<file path="src/rtl/oled_pkg.sv">
// Shared definitions for the SSD1306 frame sequencer: state encoding,
// I2C control bytes, the slave address and the window-set command stream.
package oled_pkg;

  typedef enum logic [2:0] {
    ST_IDLE = 3'd0,
    ST_INIT = 3'd1,
    ST_WIN  = 3'd2,
    ST_PREF = 3'd3,
    ST_DATA = 3'd4
  } state_t;

  localparam logic [7:0] CTRL_CMD     = 8'h00;
  localparam logic [7:0] CTRL_DATA    = 8'h40;
  localparam logic [6:0] SSD1306_ADDR = 7'h3C;

  // Column range 0..127 and page range 0..3, sent before every frame.
  localparam logic [7:0] WIN_CMD0 = 8'h21;
  localparam logic [7:0] WIN_CMD1 = 8'h00;
  localparam logic [7:0] WIN_CMD2 = 8'h7F;
  localparam logic [7:0] WIN_CMD3 = 8'h22;
  localparam logic [7:0] WIN_CMD4 = 8'h00;
  localparam logic [7:0] WIN_CMD5 = 8'h03;

  function automatic logic [7:0] win_byte(input logic [2:0] idx);
    case (idx)
      3'd0:    win_byte = WIN_CMD0;
      3'd1:    win_byte = WIN_CMD1;
      3'd2:    win_byte = WIN_CMD2;
      3'd3:    win_byte = WIN_CMD3;
      3'd4:    win_byte = WIN_CMD4;
      3'd5:    win_byte = WIN_CMD5;
      default: win_byte = 8'h00;
    endcase
  endfunction

endpackage

</file>
<file path="src/rtl/oled_frame_sequencer_if.sv">
// Byte-stream bus between the frame sequencer (master modport) and the
// I2C master that serialises it (slave modport).
interface oled_frame_sequencer_if;
  logic [6:0] addr_byte;
  logic       read_write;
  logic [7:0] control_byte;
  logic [7:0] data_byte;
  logic       continue_bit;
  logic       byte_ack;
  logic       byte_nack;

  modport master (
    output addr_byte, read_write, control_byte, data_byte, continue_bit,
    input  byte_ack, byte_nack
  );

  modport slave (
    input  addr_byte, read_write, control_byte, data_byte, continue_bit,
    output byte_ack, byte_nack
  );
endinterface

</file>
<file path="src/rtl/oled_init_rom.sv">
// SSD1306 power-up command sequence for a 128x32 panel, 26 bytes.
module oled_init_rom (
  input  logic [4:0] addr,
  output logic [7:0] data
);
  always_comb begin
    data = 8'h00;
    case (addr)
      5'd0:  data = 8'hAE;
      5'd1:  data = 8'hD5;
      5'd2:  data = 8'h80;
      5'd3:  data = 8'hA8;
      5'd4:  data = 8'h1F;
      5'd5:  data = 8'hD3;
      5'd6:  data = 8'h00;
      5'd7:  data = 8'h40;
      5'd8:  data = 8'h8D;
      5'd9:  data = 8'h14;
      5'd10: data = 8'h20;
      5'd11: data = 8'h00;
      5'd12: data = 8'hA1;
      5'd13: data = 8'hC8;
      5'd14: data = 8'hDA;
      5'd15: data = 8'h02;
      5'd16: data = 8'h81;
      5'd17: data = 8'h8F;
      5'd18: data = 8'hD9;
      5'd19: data = 8'hF1;
      5'd20: data = 8'hDB;
      5'd21: data = 8'h40;
      5'd22: data = 8'hA4;
      5'd23: data = 8'hA6;
      5'd24: data = 8'h2E;
      5'd25: data = 8'hAF;
      default: data = 8'h00;
    endcase
  end
endmodule

</file>
<file path="src/rtl/oled_frame_sequencer.sv">
// Feeds the I2C master one init stream, then loops window-set + framebuffer
// streams, advancing one byte per ACK and aborting to IDLE on NACK.
module oled_frame_sequencer
  import oled_pkg::*;
#(
  parameter logic [6:0] SLAVE_ADDR = SSD1306_ADDR,
  parameter int         INIT_LEN   = 26,
  parameter int         WIN_LEN    = 6,
  parameter int         FB_BYTES   = 512,
  parameter bit         CONTINUOUS = 1'b1
) (
  input  logic                  clk,
  input  logic                  rst_n,
  input  logic                  start,
  oled_frame_sequencer_if.master bus,
  output logic [8:0]            fb_rd_addr,
  input  logic [7:0]            fb_rd_data,
  output logic                  busy,
  output logic                  frame_done,
  output logic                  error
);

  localparam logic [9:0] INIT_LAST = 10'(INIT_LEN - 1);
  localparam logic [9:0] WIN_LAST  = 10'(WIN_LEN - 1);
  localparam logic [9:0] FB_LAST   = 10'(FB_BYTES - 1);

  state_t     state;
  logic [9:0] byte_idx;
  logic       init_done;
  logic [7:0] rom_data;

  oled_init_rom u_rom (
    .addr (byte_idx[4:0]),
    .data (rom_data)
  );

  assign bus.addr_byte  = SLAVE_ADDR;
  assign bus.read_write = 1'b0;

  always_ff @(posedge clk) begin
    if (!rst_n) begin
      state            <= ST_IDLE;
      byte_idx         <= '0;
      init_done        <= 1'b0;
      fb_rd_addr       <= '0;
      busy             <= 1'b0;
      frame_done       <= 1'b0;
      error            <= 1'b0;
      bus.control_byte <= CTRL_CMD;
      bus.data_byte    <= 8'h00;
      bus.continue_bit <= 1'b0;
    end else begin
      frame_done <= 1'b0;

      // NACK takes priority over a coincident ACK in every active state
      if (state != ST_IDLE && bus.byte_nack) begin
        state <= ST_IDLE;
        busy  <= 1'b0;
        error <= 1'b1;
      end else begin
        case (state)
          ST_IDLE: if (start) begin
            state    <= init_done ? ST_WIN : ST_INIT;
            byte_idx <= '0;
            error    <= 1'b0;
            busy     <= 1'b1;
          end
          ST_INIT: if (bus.byte_ack) begin
            if (byte_idx == INIT_LAST) begin
              init_done <= 1'b1;
              state     <= ST_WIN;
              byte_idx  <= '0;
            end else begin
              byte_idx <= byte_idx + 10'd1;
            end
          end
          ST_WIN: if (bus.byte_ack) begin
            if (byte_idx == WIN_LAST) begin
              state      <= ST_PREF;
              byte_idx   <= '0;
              fb_rd_addr <= '0;
            end else begin
              byte_idx <= byte_idx + 10'd1;
            end
          end
          ST_PREF: state <= ST_DATA;
          ST_DATA: if (bus.byte_ack) begin
            fb_rd_addr <= fb_rd_addr + 9'd1;
            if (byte_idx == FB_LAST) begin
              frame_done <= 1'b1;
              byte_idx   <= '0;
              state      <= CONTINUOUS ? ST_WIN : ST_IDLE;
              busy       <= CONTINUOUS;
            end else begin
              byte_idx <= byte_idx + 10'd1;
            end
          end
          default: state <= ST_IDLE;
        endcase
      end

      // Offered byte follows state/index one cycle later; IDLE and PREF hold it
      case (state)
        ST_INIT: begin
          bus.control_byte <= CTRL_CMD;
          bus.data_byte    <= rom_data;
          bus.continue_bit <= (byte_idx != INIT_LAST);
        end
        ST_WIN: begin
          bus.control_byte <= CTRL_CMD;
          bus.data_byte    <= win_byte(byte_idx[2:0]);
          bus.continue_bit <= (byte_idx != WIN_LAST);
        end
        ST_DATA: begin
          bus.control_byte <= CTRL_DATA;
          bus.data_byte    <= fb_rd_data;
          bus.continue_bit <= (byte_idx != FB_LAST);
        end
        default: ;
      endcase
    end
  end

endmodule

</file>
<file path="src/flat_wrapper.sv">
// flat-port wrapper written by rule: the top's interface ports become plain ports
module oled_frame_sequencer_flat import oled_pkg::*;
#(
  parameter logic [6:0] SLAVE_ADDR = SSD1306_ADDR,
  parameter int         INIT_LEN   = 26,
  parameter int         WIN_LEN    = 6,
  parameter int         FB_BYTES   = 512,
  parameter bit         CONTINUOUS = 1'b1
)
  (clk, rst_n, start, fb_rd_addr, fb_rd_data, busy, frame_done, error, bus_addr_byte, bus_read_write, bus_control_byte, bus_data_byte, bus_continue_bit, bus_byte_ack, bus_byte_nack);
  oled_frame_sequencer_if bus_i ();
  input  logic clk;
  input  logic rst_n;
  input  logic start;
  output logic [8:0] fb_rd_addr;
  input  logic [7:0] fb_rd_data;
  output logic busy;
  output logic frame_done;
  output logic error;
  output wire logic [$bits(bus_i.addr_byte)-1:0] bus_addr_byte;
  output wire logic [$bits(bus_i.read_write)-1:0] bus_read_write;
  output wire logic [$bits(bus_i.control_byte)-1:0] bus_control_byte;
  output wire logic [$bits(bus_i.data_byte)-1:0] bus_data_byte;
  output wire logic [$bits(bus_i.continue_bit)-1:0] bus_continue_bit;
  input wire logic [$bits(bus_i.byte_ack)-1:0] bus_byte_ack;
  input wire logic [$bits(bus_i.byte_nack)-1:0] bus_byte_nack;
  assign bus_addr_byte = bus_i.addr_byte;
  assign bus_read_write = bus_i.read_write;
  assign bus_control_byte = bus_i.control_byte;
  assign bus_data_byte = bus_i.data_byte;
  assign bus_continue_bit = bus_i.continue_bit;
  assign bus_i.byte_ack = bus_byte_ack;
  assign bus_i.byte_nack = bus_byte_nack;
  oled_frame_sequencer #(.SLAVE_ADDR(SLAVE_ADDR), .INIT_LEN(INIT_LEN), .WIN_LEN(WIN_LEN), .FB_BYTES(FB_BYTES), .CONTINUOUS(CONTINUOUS)) u_core (.clk(clk), .rst_n(rst_n), .start(start), .bus(bus_i), .fb_rd_addr(fb_rd_addr), .fb_rd_data(fb_rd_data), .busy(busy), .frame_done(frame_done), .error(error));
endmodule
</file>
<file path="config.mk">
export PLATFORM = sky130hd
export DESIGN_NAME = oled_frame_sequencer_flat
export DESIGN_NICKNAME = d
export VERILOG_FILES = /design/src/rtl/oled_pkg.sv /design/src/rtl/oled_frame_sequencer_if.sv /design/src/rtl/oled_init_rom.sv /design/src/rtl/oled_frame_sequencer.sv /design/src/flat_wrapper.sv
export SDC_FILE = /design/constraint.sdc
export NUM_CORES = 1
export LEC_CHECK = 0
export CAP_MARGIN = 10
export CORE_ASPECT_RATIO = 0.8
export CORE_UTILIZATION = 55
export DETAILED_ROUTE_END_ITERATION = 10
export PLACE_DENSITY = 0.84
export SYNTH_ARGS = -nofsm -noshare
export SYNTH_HDL_FRONTEND = slang
export SYNTH_HIERARCHICAL = 1
export SYNTH_SLANG_ARGS = --single-unit
</file>
<file path="constraint.sdc">
create_clock -name clk -period 4.3 [get_ports clk]
set_clock_uncertainty 0.15 [all_clocks]
set_input_delay 0.86 -clock clk [delete_from_list [all_inputs] [get_ports clk]]
set_output_delay 0.86 -clock clk [all_outputs]
set_load 0.02 [all_outputs]
</file>
==> qor.yml <==
run_status:
  status: "completed"
synth:
  yosys_warn_count: 6
  synth.avg_cell_area_sq_um: 7.61
  synth-seq-area-share: 0.273
  number_of_enable_flip_flop_cells_after_synthesis: 0
  dominantRegCellSynth: "sky130_fd_sc_hd__dfxtp_1"
  synth_area_sq_um: 2640
  yosysUniqueCellTypes: 60
  synthCells: 347
  netlist.area_leader.share: 0.273
  postSynthRegisterBits: 36
  yosys.area.top_type: "sky130_fd_sc_hd__dfxtp_1"
  synth_async_sr_flop_share: 0
  post_synth_main_area_contributors: "sky130_fd_sc_hd__dfxtp_1, sky130_fd_sc_hd__ha_1, sky130_fd_sc_hd__a21oi_1"
worst_setup_path:
  critPathKind: "flop to flop"
  crit_path_start_kind: "flop"
  timing.critical_path.arrival_ns: 3.11
  rr_startpoint: "u_core/byte_idx[2]$_SDFFE_PN0P_"
  critical_path_peak_fanout: 28
  r2r_slack_ns: 1.26
  required_ns: 4.37
  worstSetupEndpointType: "flop"
  r2r.worst_path.cells: 5
  r2r-end: "u_core/fb_rd_addr[8]$_SDFFE_PN0P_"
drt:
  first_iter_violations: 311
  drtPass1Iterations: 5
  routed-via-count: 2598
  final_antenna_net_count: 0
  drc: 0
  drt-vias-per-instance: 6.06
  detailed_route_wl_mm: 6.19
  post_drt_wl_per_cell_um: 14.4
floorplanning:
  die-area_sq_um: 5080
  floorplan.core_area_sq_um: 4600
  io-pin-count: 50
  num_rows: 22
  dieHeight_um: 64.0
  die_width_um: 79.5
  initial_cell_density_of_the_core: 0.574
sta:
  slew_violations: 0
  final_min_period_over_clock_period: 0.707
  fin_tns_setup_ns: 0
  max_clock_freq_ghz: 0.329
  slew-limit-headroom: 0.369
  setup_viol: 0
  post-route-min-period_ns: 3.04
  max_slew.worst_pin.slew_ns: 0.945
  finalHoldViolations: 0
  rsz_0062_raised_after_global_routing: "false"
  hold_ws_ns: 0.315
finish:
  fraction_of_final_layout_cells_sized_beyond_drive_strength_1: 0.0461
  ff_latch_area_sq_um: 721
  design.final.nets: 395
  stdcell_area_sq_um: 3020
  syn_to_final_growth_pct: 14.5
  multiInputGateArea_sq_um: 1680
  antennaDiodeCount: 0
  fillCellCount: 385
global_route:
  grt_pass1_vias: 2188
  track_usage: 0.255
  number_of_antenna_violations_at_the_first_check_in_global_routing: 0
  grt_first_pass_wirelength_mm: 10.2
  grt-ovfl-total: 0
  largest_net_degree_at_the_start_of_global_routing: 30
clock_tree:
  clkLatencyLatePin_ns: 0.30
  cts_sink_count: 36
  tritoncts.num_buffers: 5
  ctsRootBufferMaster: "sky130_fd_sc_hd__clkbuf_8"
  cts_post_setup_buffers_inserted: 0
  hold_buffers: 0
  cts_resized: 0
  worst_case_clock_buffer_depth: 2
  clk_transition_reported_paths_ns: 0.07
  htree_num_levels: 2
  tritoncts_clock_tree: "yes"
worst_hold_path:
  worst_hold_path.num_cells: 2
  hold_class: "flop to flop"
  worst_hold_startpoint: "u_core/error$_SDFFE_PN0P_"
  timing.hold.worst_endpoint: "u_core/error$_SDFFE_PN0P_"
pwr:
  pwr_density_cell_nw_per_um2: 410
  peakVddDrop_v: 0.000270
  power.leakage_nw: 1.12
place:
  place.port_buffers: 34
  dpl.hpwl_mm: 4.34
  place_area_sq_um: 2900
  globalplace.congestion: 0.893
flow_run:
  cap_viol_max_count: 0
[cell type report]
| type | count | area share |
|---|---|---|
| Inverter | 18 | 0.0224 |
| Sequential cell | 36 | 0.238 |
| Timing Repair Buffer | 38 | 0.123 |
| Clock inverter | 2 | 0.0116 |
| Tap cell | 60 | 0.0248 |
| Clock buffer | 6 | 0.0240 |
| Multi-Input combinational cell | 269 | 0.556 |
[where the power goes]
group	internal (mW)	switching (mW)	total, mW
sequential	0.378	0.0512	0.429
combinational	0.214	0.304	0.518
clock	0.172	0.121	0.293
[sequential cells by signal, indices dropped and copies added (netlist names)]
register and count:
u_core/bus.continue_bit 1, u_core/bus.control_byte 1, u_core/bus.data_byte 8, u_core/busy 1
u_core/byte_idx 10, u_core/error 1, u_core/fb_rd_addr 9, u_core/frame_done 1
u_core/init_done 1, u_core/state 3
[synth_stat cells (2+ instances only)]
cell,number
sky130_fd_sc_hd__a21o_1,2
sky130_fd_sc_hd__buf_4,15
sky130_fd_sc_hd__nor2b_1,6
sky130_fd_sc_hd__a221o_1,2
sky130_fd_sc_hd__nand3b_1,3
sky130_fd_sc_hd__inv_1,18
sky130_fd_sc_hd__nor3b_1,5
sky130_fd_sc_hd__mux2i_1,4
sky130_fd_sc_hd__clkbuf_1,15
sky130_fd_sc_hd__nand2b_1,7
sky130_fd_sc_hd__a221oi_1,3
sky130_fd_sc_hd__or3b_1,2
sky130_fd_sc_hd__dfxtp_1,36
sky130_fd_sc_hd__and2_1,3
sky130_fd_sc_hd__conb_1,2
sky130_fd_sc_hd__nand2_1,20
sky130_fd_sc_hd__buf_2,4
sky130_fd_sc_hd__ha_1,14
sky130_fd_sc_hd__a22oi_1,6
sky130_fd_sc_hd__a32oi_1,2
sky130_fd_sc_hd__a211oi_1,4
sky130_fd_sc_hd__o21ai_0,23
sky130_fd_sc_hd__o21a_1,3
sky130_fd_sc_hd__a2111oi_0,4
sky130_fd_sc_hd__xnor2_1,6
sky130_fd_sc_hd__nor3_1,4
sky130_fd_sc_hd__nand4_1,16
sky130_fd_sc_hd__nor2_1,27
sky130_fd_sc_hd__or2_2,3
sky130_fd_sc_hd__or3_1,5
sky130_fd_sc_hd__o211ai_1,4
sky130_fd_sc_hd__nor4_1,3
sky130_fd_sc_hd__nand3_1,21
sky130_fd_sc_hd__xor2_1,2
sky130_fd_sc_hd__o31ai_1,2
sky130_fd_sc_hd__a21oi_1,26
sky130_fd_sc_hd__a211o_1,2
[metrics by stage]
stage,utilization,setup slack [ns],cells,power [mW]
finish,0.658,1.26,429,1.24
global route,0.658,1.03,429,1.31
CTS,0.654,1.31,427,1.22
detailed placement,0.631,1.32,419,0.928
global placement,0.631,1.39,419,0.917
floorplan,-,1.70,360,0.788
[cell families (layout without fill, tap and decap cells)]
| kind of cell | after synthesis | in the layout | synth area share |
|---|---|---|---|
| muxes | 5 | 5 | 0.0194 |
| DFF | 36 | 36 | 0.273 |
| adders and majority gates | 14 | 14 | 0.0664 |
| xor gates and xnor gates | 8 | 8 | 0.0265 |
| other | 2 | 15 | 0.00284 |
| and+or+nand+nor | 133 | 133 | 0.271 |
| AOI/OAI and AO/OA | 94 | 94 | 0.233 |
| buffers and inverters | 55 | 64 | 0.109 |
[per-layer routing]
layer,part of all wire,track usage
met5,0,0
met4,0.011,0.0773
met3,0.080,0.0486
met2,0.44,0.380
met1,0.47,0.369
[worst max-delay path, cell delays in order (launching register included)]
cell and delay [ns]:
sky130_fd_sc_hd__dfxtp_1 0.88, sky130_fd_sc_hd__nand2_1 0.25, sky130_fd_sc_hd__or4_1 0.71, sky130_fd_sc_hd__a2111o_1 0.48
sky130_fd_sc_hd__or3_1 0.36, sky130_fd_sc_hd__a21oi_1 0.13
[worst max path at each step]
stage / startpoint / end / depth (start not counted)
2_1_floorplan: u_core/byte_idx[5]$_SDFFE_PN0P_ / u_core/fb_rd_addr[8]$_SDFFE_PN0P_ / 6
3_3_place_gp: u_core/state[2]$_SDFFE_PP0P_ / u_core/state[0]$_SDFFE_PP0P_ / 4
3_5_place_dp: u_core/byte_idx[2]$_SDFFE_PN0P_ / u_core/fb_rd_addr[8]$_SDFFE_PN0P_ / 5
4_1_cts: u_core/byte_idx[2]$_SDFFE_PN0P_ / u_core/fb_rd_addr[8]$_SDFFE_PN0P_ / 5
5_1_grt: u_core/byte_idx[2]$_SDFFE_PN0P_ / u_core/fb_rd_addr[5]$_SDFFE_PN0P_ / 5
6_report: u_core/byte_idx[2]$_SDFFE_PN0P_ / u_core/fb_rd_addr[8]$_SDFFE_PN0P_ / 5
[cells in the final DEF, fill, tap and decap left out, types with 6 or more instances in the layout]
| cell type | n |
|---|---|
| sky130_fd_sc_hd__nand2_1 | 20 |
| sky130_fd_sc_hd__nand2b_1 | 7 |
| sky130_fd_sc_hd__dfxtp_1 | 36 |
| sky130_fd_sc_hd__o21ai_0 | 23 |
| sky130_fd_sc_hd__conb_1 | 15 |
| sky130_fd_sc_hd__nand3_1 | 21 |
| sky130_fd_sc_hd__nor2_1 | 27 |
| sky130_fd_sc_hd__nor2b_1 | 6 |
| sky130_fd_sc_hd__a21oi_1 | 26 |
| sky130_fd_sc_hd__ha_1 | 14 |
| sky130_fd_sc_hd__inv_1 | 18 |
| sky130_fd_sc_hd__xnor2_1 | 6 |
| sky130_fd_sc_hd__a22oi_1 | 6 |
| sky130_fd_sc_hd__nand4_1 | 16 |
| sky130_fd_sc_hd__clkdlybuf4s50_1 | 34 |
No activity file was read; power rests on OpenSTA's default activity.
